### src/rtl/datamem_pkg.sv
`default_nettype none
// +------------------------------------------------------------------+
// | datamem_pkg                                                      |
// | Shared access-width encoding and address constants for data_mem. |
// | Rev 1.0 - initial release                                        |
// +------------------------------------------------------------------+
package datamem_pkg;

    typedef enum logic [1:0] {
        WIDTH_WORD = 2'b00,
        WIDTH_BYTE = 2'b01,
        WIDTH_HALF = 2'b10
    } width_e;

    localparam int DATAMEM_ADDR_LSB = 2;

endpackage : datamem_pkg
`default_nettype wire

### src/rtl/datamem_lane_sel.sv
`default_nettype none
// +------------------------------------------------------------------+
// | datamem_lane_sel                                                 |
// | Decodes width/offset into byte enables, replicated write data    |
// | and the zero-extending read-data extraction.                     |
// | Rev 1.0 - initial release                                        |
// +------------------------------------------------------------------+
module datamem_lane_sel
    import datamem_pkg::*;
(
    input  logic [1:0]  i_width,
    input  logic [1:0]  i_addr_lo,
    input  logic [31:0] i_wdata,
    input  logic [31:0] i_rword,
    output logic [3:0]  o_be,
    output logic [31:0] o_wdata_rep,
    output logic [31:0] o_rdata
);

    always_comb begin
        o_be        = 4'b1111;
        o_wdata_rep = i_wdata;
        o_rdata     = i_rword;
        // Low offset bits below the access size are dropped; 2'b11 is treated as a word.
        case (i_width)
            WIDTH_HALF: begin
                o_be        = i_addr_lo[1] ? 4'b1100 : 4'b0011;
                o_wdata_rep = {2{i_wdata[15:0]}};
                o_rdata     = {16'b0, (i_addr_lo[1] ? i_rword[31:16] : i_rword[15:0])};
            end
            WIDTH_BYTE: begin
                o_be        = 4'b0001 << i_addr_lo;
                o_wdata_rep = {4{i_wdata[7:0]}};
                case (i_addr_lo)
                    2'd0:    o_rdata = {24'b0, i_rword[7:0]};
                    2'd1:    o_rdata = {24'b0, i_rword[15:8]};
                    2'd2:    o_rdata = {24'b0, i_rword[23:16]};
                    default: o_rdata = {24'b0, i_rword[31:24]};
                endcase
            end
            default: begin
                o_be        = 4'b1111;
                o_wdata_rep = i_wdata;
                o_rdata     = i_rword;
            end
        endcase
    end

endmodule : datamem_lane_sel
`default_nettype wire

### src/rtl/data_mem.sv
`default_nettype none
// +------------------------------------------------------------------+
// | data_mem                                                         |
// | Byte-addressable little-endian data memory, combinational read.  |
// | Optional: DATAMEM_MISALIGN_CHECK_EN adds MisalignedFlag and      |
// | suppresses misaligned writes.                                    |
// | Rev 1.0 - initial release                                        |
// +------------------------------------------------------------------+
module data_mem
    import datamem_pkg::*;
#(
    parameter int DEPTH_WORDS = 64
) (
    input  logic        clk,
    input  logic        reset,
    input  logic        WE,
    input  logic [1:0]  WidthSrc,
    input  logic [31:0] A,
    input  logic [31:0] WD,
`ifdef DATAMEM_MISALIGN_CHECK_EN
    output logic        MisalignedFlag,
`endif
    output logic [31:0] RD
);

    localparam int c_IDX_W = $clog2(DEPTH_WORDS);

    logic [31:0]        mem_q [DEPTH_WORDS];
    logic [31:0]        mem_d [DEPTH_WORDS];
    logic [c_IDX_W-1:0] w_idx;
    logic [3:0]         w_be;
    logic [31:0]        w_wdata_rep;
    logic               w_wr_en;
    logic               w_unused_addr;

    // Upper address bits are ignored so the space wraps.
    assign w_idx         = A[c_IDX_W+DATAMEM_ADDR_LSB-1:DATAMEM_ADDR_LSB];
    assign w_unused_addr = ^A[31:c_IDX_W+DATAMEM_ADDR_LSB];

`ifdef DATAMEM_MISALIGN_CHECK_EN
    logic w_misaligned;
    always_comb begin
        w_misaligned = 1'b0;
        case (WidthSrc)
            WIDTH_BYTE: w_misaligned = 1'b0;
            WIDTH_HALF: w_misaligned = A[0];
            default:    w_misaligned = |A[1:0];
        endcase
    end
    assign MisalignedFlag = w_misaligned;
    assign w_wr_en        = WE & ~w_misaligned;
`else
    assign w_wr_en = WE;
`endif

    datamem_lane_sel u_lane_sel (
        .i_width     (WidthSrc),
        .i_addr_lo   (A[1:0]),
        .i_wdata     (WD),
        .i_rword     (mem_q[w_idx]),
        .o_be        (w_be),
        .o_wdata_rep (w_wdata_rep),
        .o_rdata     (RD)
    );

    always_comb begin
        mem_d = mem_q;
        if (w_wr_en) begin
            for (int b = 0; b < 4; b++) begin
                if (w_be[b]) begin
                    mem_d[w_idx][8*b +: 8] = w_wdata_rep[8*b +: 8];
                end
            end
        end
    end

    always_ff @(posedge clk) begin
        if (reset) begin
            mem_q <= '{default: '0};
        end else begin
            mem_q <= mem_d;
        end
    end

endmodule : data_mem
`default_nettype wire

### config.mk
export PLATFORM = sky130hd
export DESIGN_NAME = data_mem
export DESIGN_NICKNAME = d
export VERILOG_FILES = /design/src/rtl/datamem_pkg.sv /design/src/rtl/datamem_lane_sel.sv /design/src/rtl/data_mem.sv
export SDC_FILE = /design/constraint.sdc
export NUM_CORES = 2
export LEC_CHECK = 0
export ABC_AREA = 1
export CAP_MARGIN = 20
export CORE_ASPECT_RATIO = 1.5
export CORE_MARGIN = 2
export CORE_UTILIZATION = 50
export DETAILED_ROUTE_END_ITERATION = 10
export PLACE_DENSITY = 0.66
export SETUP_SLACK_MARGIN = 0.3
export SYNTH_ARGS = -nofsm -noshare
export SYNTH_HDL_FRONTEND = slang
export SYNTH_SLANG_ARGS = --single-unit
### constraint.sdc
create_clock -name clk -period 3.8 [get_ports clk]
set_input_delay 0.38 -clock clk [delete_from_list [all_inputs] [get_ports clk]]
set_output_delay 0.38 -clock clk [all_outputs]
set_load 0.01 [all_outputs]
==> metrics.md <==
| Metric | Value |
|---|---|
| CTS tree | built |
| Hold crit path type | in -> reg |
| Detailed placer's ending HPWL | 238400 um |
| Min Tclk post-route | 3487 ps |
| Main combinational cell family by area after synthesis | simple AND/OR/NAND/NOR gates |
| Yosys reg bits | 2048 |
| Post-Synth XOR/XNOR Area | 0 |
| Commonest non-fill, non-tap cell in the layout | nand2_1 |
| Chip height | 540.0 um |
| Status | finished, final reports clean |
| Post-route DRC | 0 |
| Power per cell area | 426.4 nW/um2 |
| Final hold violations | 0 |
| Static leakage | 0.04217 uW |
| Root buf cell | clkbuf_16 |
| Clk sinks | 2048 |
| Synth Net Count | 14164 |
| Most flops, register | mem_q |
| Post-synthesis compound-gate area fraction | 0.1859 |
| Yosys warning count | 0 |
| Fin util | 0.5757 |
| Initial antenna violation count | 6 |
| Initial Util | 0.5031 |
| Post-route insts no fill | 16492 |
| CTS max path bufs | 4 |
| Via Count | 95511 |
| CP Launch Point | A[2] |
| CP endpoint kind | output pin |
| RSZ-0062 raised after global routing | true |
| Number of global-route vias before repair | 89400 |
| Crit path launch type | primary input |
| Die Area | 195100 um2 |
| Dpl cells | 16112 |
| Die W | 361.3 um |
| Commonest non-fill, non-tap cells in the layout | nand2_1 (3893), dfxtp_1 (2048), nor2_1 (1484) |
| Setup Crit Path Kind | in -> out |
| GPL Wtd Cong | 1.050 |
| Post-synthesis cell type count | 32 |
| Critical path arrival | 3110 ps |
| Wire per inst | 21.76 um |
| Post-route ant nets | 0 |
| Latest clock arrival within the worst-skew pair | 870 ps |
| CTS buffer count | 203 |
| Worst-path clk slew | 60 ps |
| Max reg flops | 2048 |
| Pin count of the biggest net entering global routing | 156 |
| Min-Delay Startpoint | WD[7] |
| Max-slew violations | 0 |
| Avg Synthesized Cell Area | 6.794 um2 |
| Critical Path RT | 3420 ps |
| Port Buffers | 76 |
| Synth Cell Area | 95750 um2 |
| Top Ports | 101 |
| Least-Margin Pin Slew | 1115 ps |
| H-tree depth | 4 |
| Peak Freq | 286.8 MHz |
| Total Routing Usage GR | 0.3547 |
| Sequential fraction of the synthesis area | 0.4282 |
| Routed WL | 358900 um |
| Drt via density | 5.791 |
| Synth Area in Simple Gates | 0.2870 |
| Post-synthesis cell count | 14093 |
| Adder-Cell Fraction of Synth Area | 0.0002613 |
| Layout net count | 13928 |
| Total grt overflow | 0 |
| # setup viols final | 0 |
| Regs by FF count | mem_q (2048) |
| First-pass GRT wire length | 539000 um |
| Share of layout cells above drive strength 1 | 0.09232 |
| Worst slew margin | 0.2568 |
| Tcrit/Tclk final | 0.9175 |
| Critical path fanouts, max | 10 |
| Multiplexer share of the synthesized area | 0 |
| Core area | 190300 um2 |
| Crit Reg-Reg Startpoint | mem_q[1080] |
| Num rows | 196 |
| Router iterations before antenna repair | 8 |
| Final setup skew | 0 ps |
| Layout Area Growth over Synthesis | 14.42% |
| DR iter-0 viols | 10067 |
| # Max-Cap Violations | 0 |
| Worst vdd ir | 462.8 uV |
-- final cells by class --
type	count	area (um2)
diodes	1	2.502
multi-input cells	9667	45970
inverters	1187	4479
clock buffers	309	6102
clock inverters	55	529.3
repair buffers	750	8382
fillers	18027	80740
flip-flops and latches	2048	41000
well taps	2475	3097
-- Yosys cell counts, drive strengths merged --
cell    instances  share of area
a21oi        1017          0.053
a22oi          21         0.0016
o211ai        118         0.0093
nor3          136         0.0080
a22o            8        0.00073
nand3         886          0.046
inv          1187          0.047
buf           448          0.023
a211oi       1111          0.087
nand2        3986           0.16
nor2         1577          0.065
and2            2        0.00013
ha              2        0.00026
dfxtp        2048           0.43
o22ai          31         0.0020
nand3b          2        0.00016
clkbuf        743          0.029
o21ai         603          0.032
nand4         167          0.011
-- metrics by stage --
step           setup slack [ps]  TNS [ps]  hold WS, ps  area (um2)  total power [uW]
6_report                  313.5         0        161.6      109600             46710
2_1_floorplan              1385         0        434.1       95750             24340
4_1_cts                   232.6         0        117.7      109200             46750
3_3_place_gp             -356.9     -2145        443.2      102100             26470
3_5_place_dp             -316.0     -2051        444.1      102100             26480
5_1_grt                   287.3         0        151.5      109600             47900
-- power by group --
group | switching, uW | internal, uW | total, uW
clock network | 8850 | 11600 | 20500
logic | 3440 | 1200 | 4640
registers | 30.1 | 21600 | 21600
-- per-layer routing --
layer / up-vias / global-route usage / wire length [um]
met3: 1104 / 0.05864 / 29680
met5: - / 0 / 35
met1: 44532 / 0.4336 / 138700
met2: 4243 / 0.5626 / 161000
li1: 45628 / - / -
met4: 4 / 0.2626 / 29440
-- worst paths after layout --
kind / end / slack, ps / depth (start not counted)
max: RD[0] / 310 / 19
min: mem_q[759] / 160 / 5
max reg2reg: mem_q[1080] / 3050 / 2
min reg2reg: mem_q[1374] / 460 / 2
-- worst max-delay path, cell delays in order --
cell	delay, ps
buf_8	140
buf_12	170
nand2_2	240
inv_1	130
buf_12	170
nand2_1	60
nand2_1	50
nor2_1	190
buf_4	150
nand3_2	160
nand2_1	160
nand2_1	60
nor2_1	170
nand3_2	240
nand2_1	130
inv_1	50
o21ai_2	70
nand2_2	110
clkdlybuf4s15_1	260
-- what timing repair did --
action | CTS | global route
cloned | 4 | 3
hold buffers | 2 | 0
endpoints found under the hold margin | 20 | 0
endpoints found under the setup margin | 31 | 24
pin swaps | 12 | 20
setup buffers | 5 | 1
gates resized for setup | 154 | 94
-- cell families after synthesis --
| kind of cell | count (synthesis) |
|---|---|
| buffers and inverters | 2378 |
| DFF | 2048 |
| adders and majority gates | 2 |
| AOI/OAI and AO/OA | 2909 |
| and+or+nand+nor | 6756 |
Power figures use the tool's default switching activity.
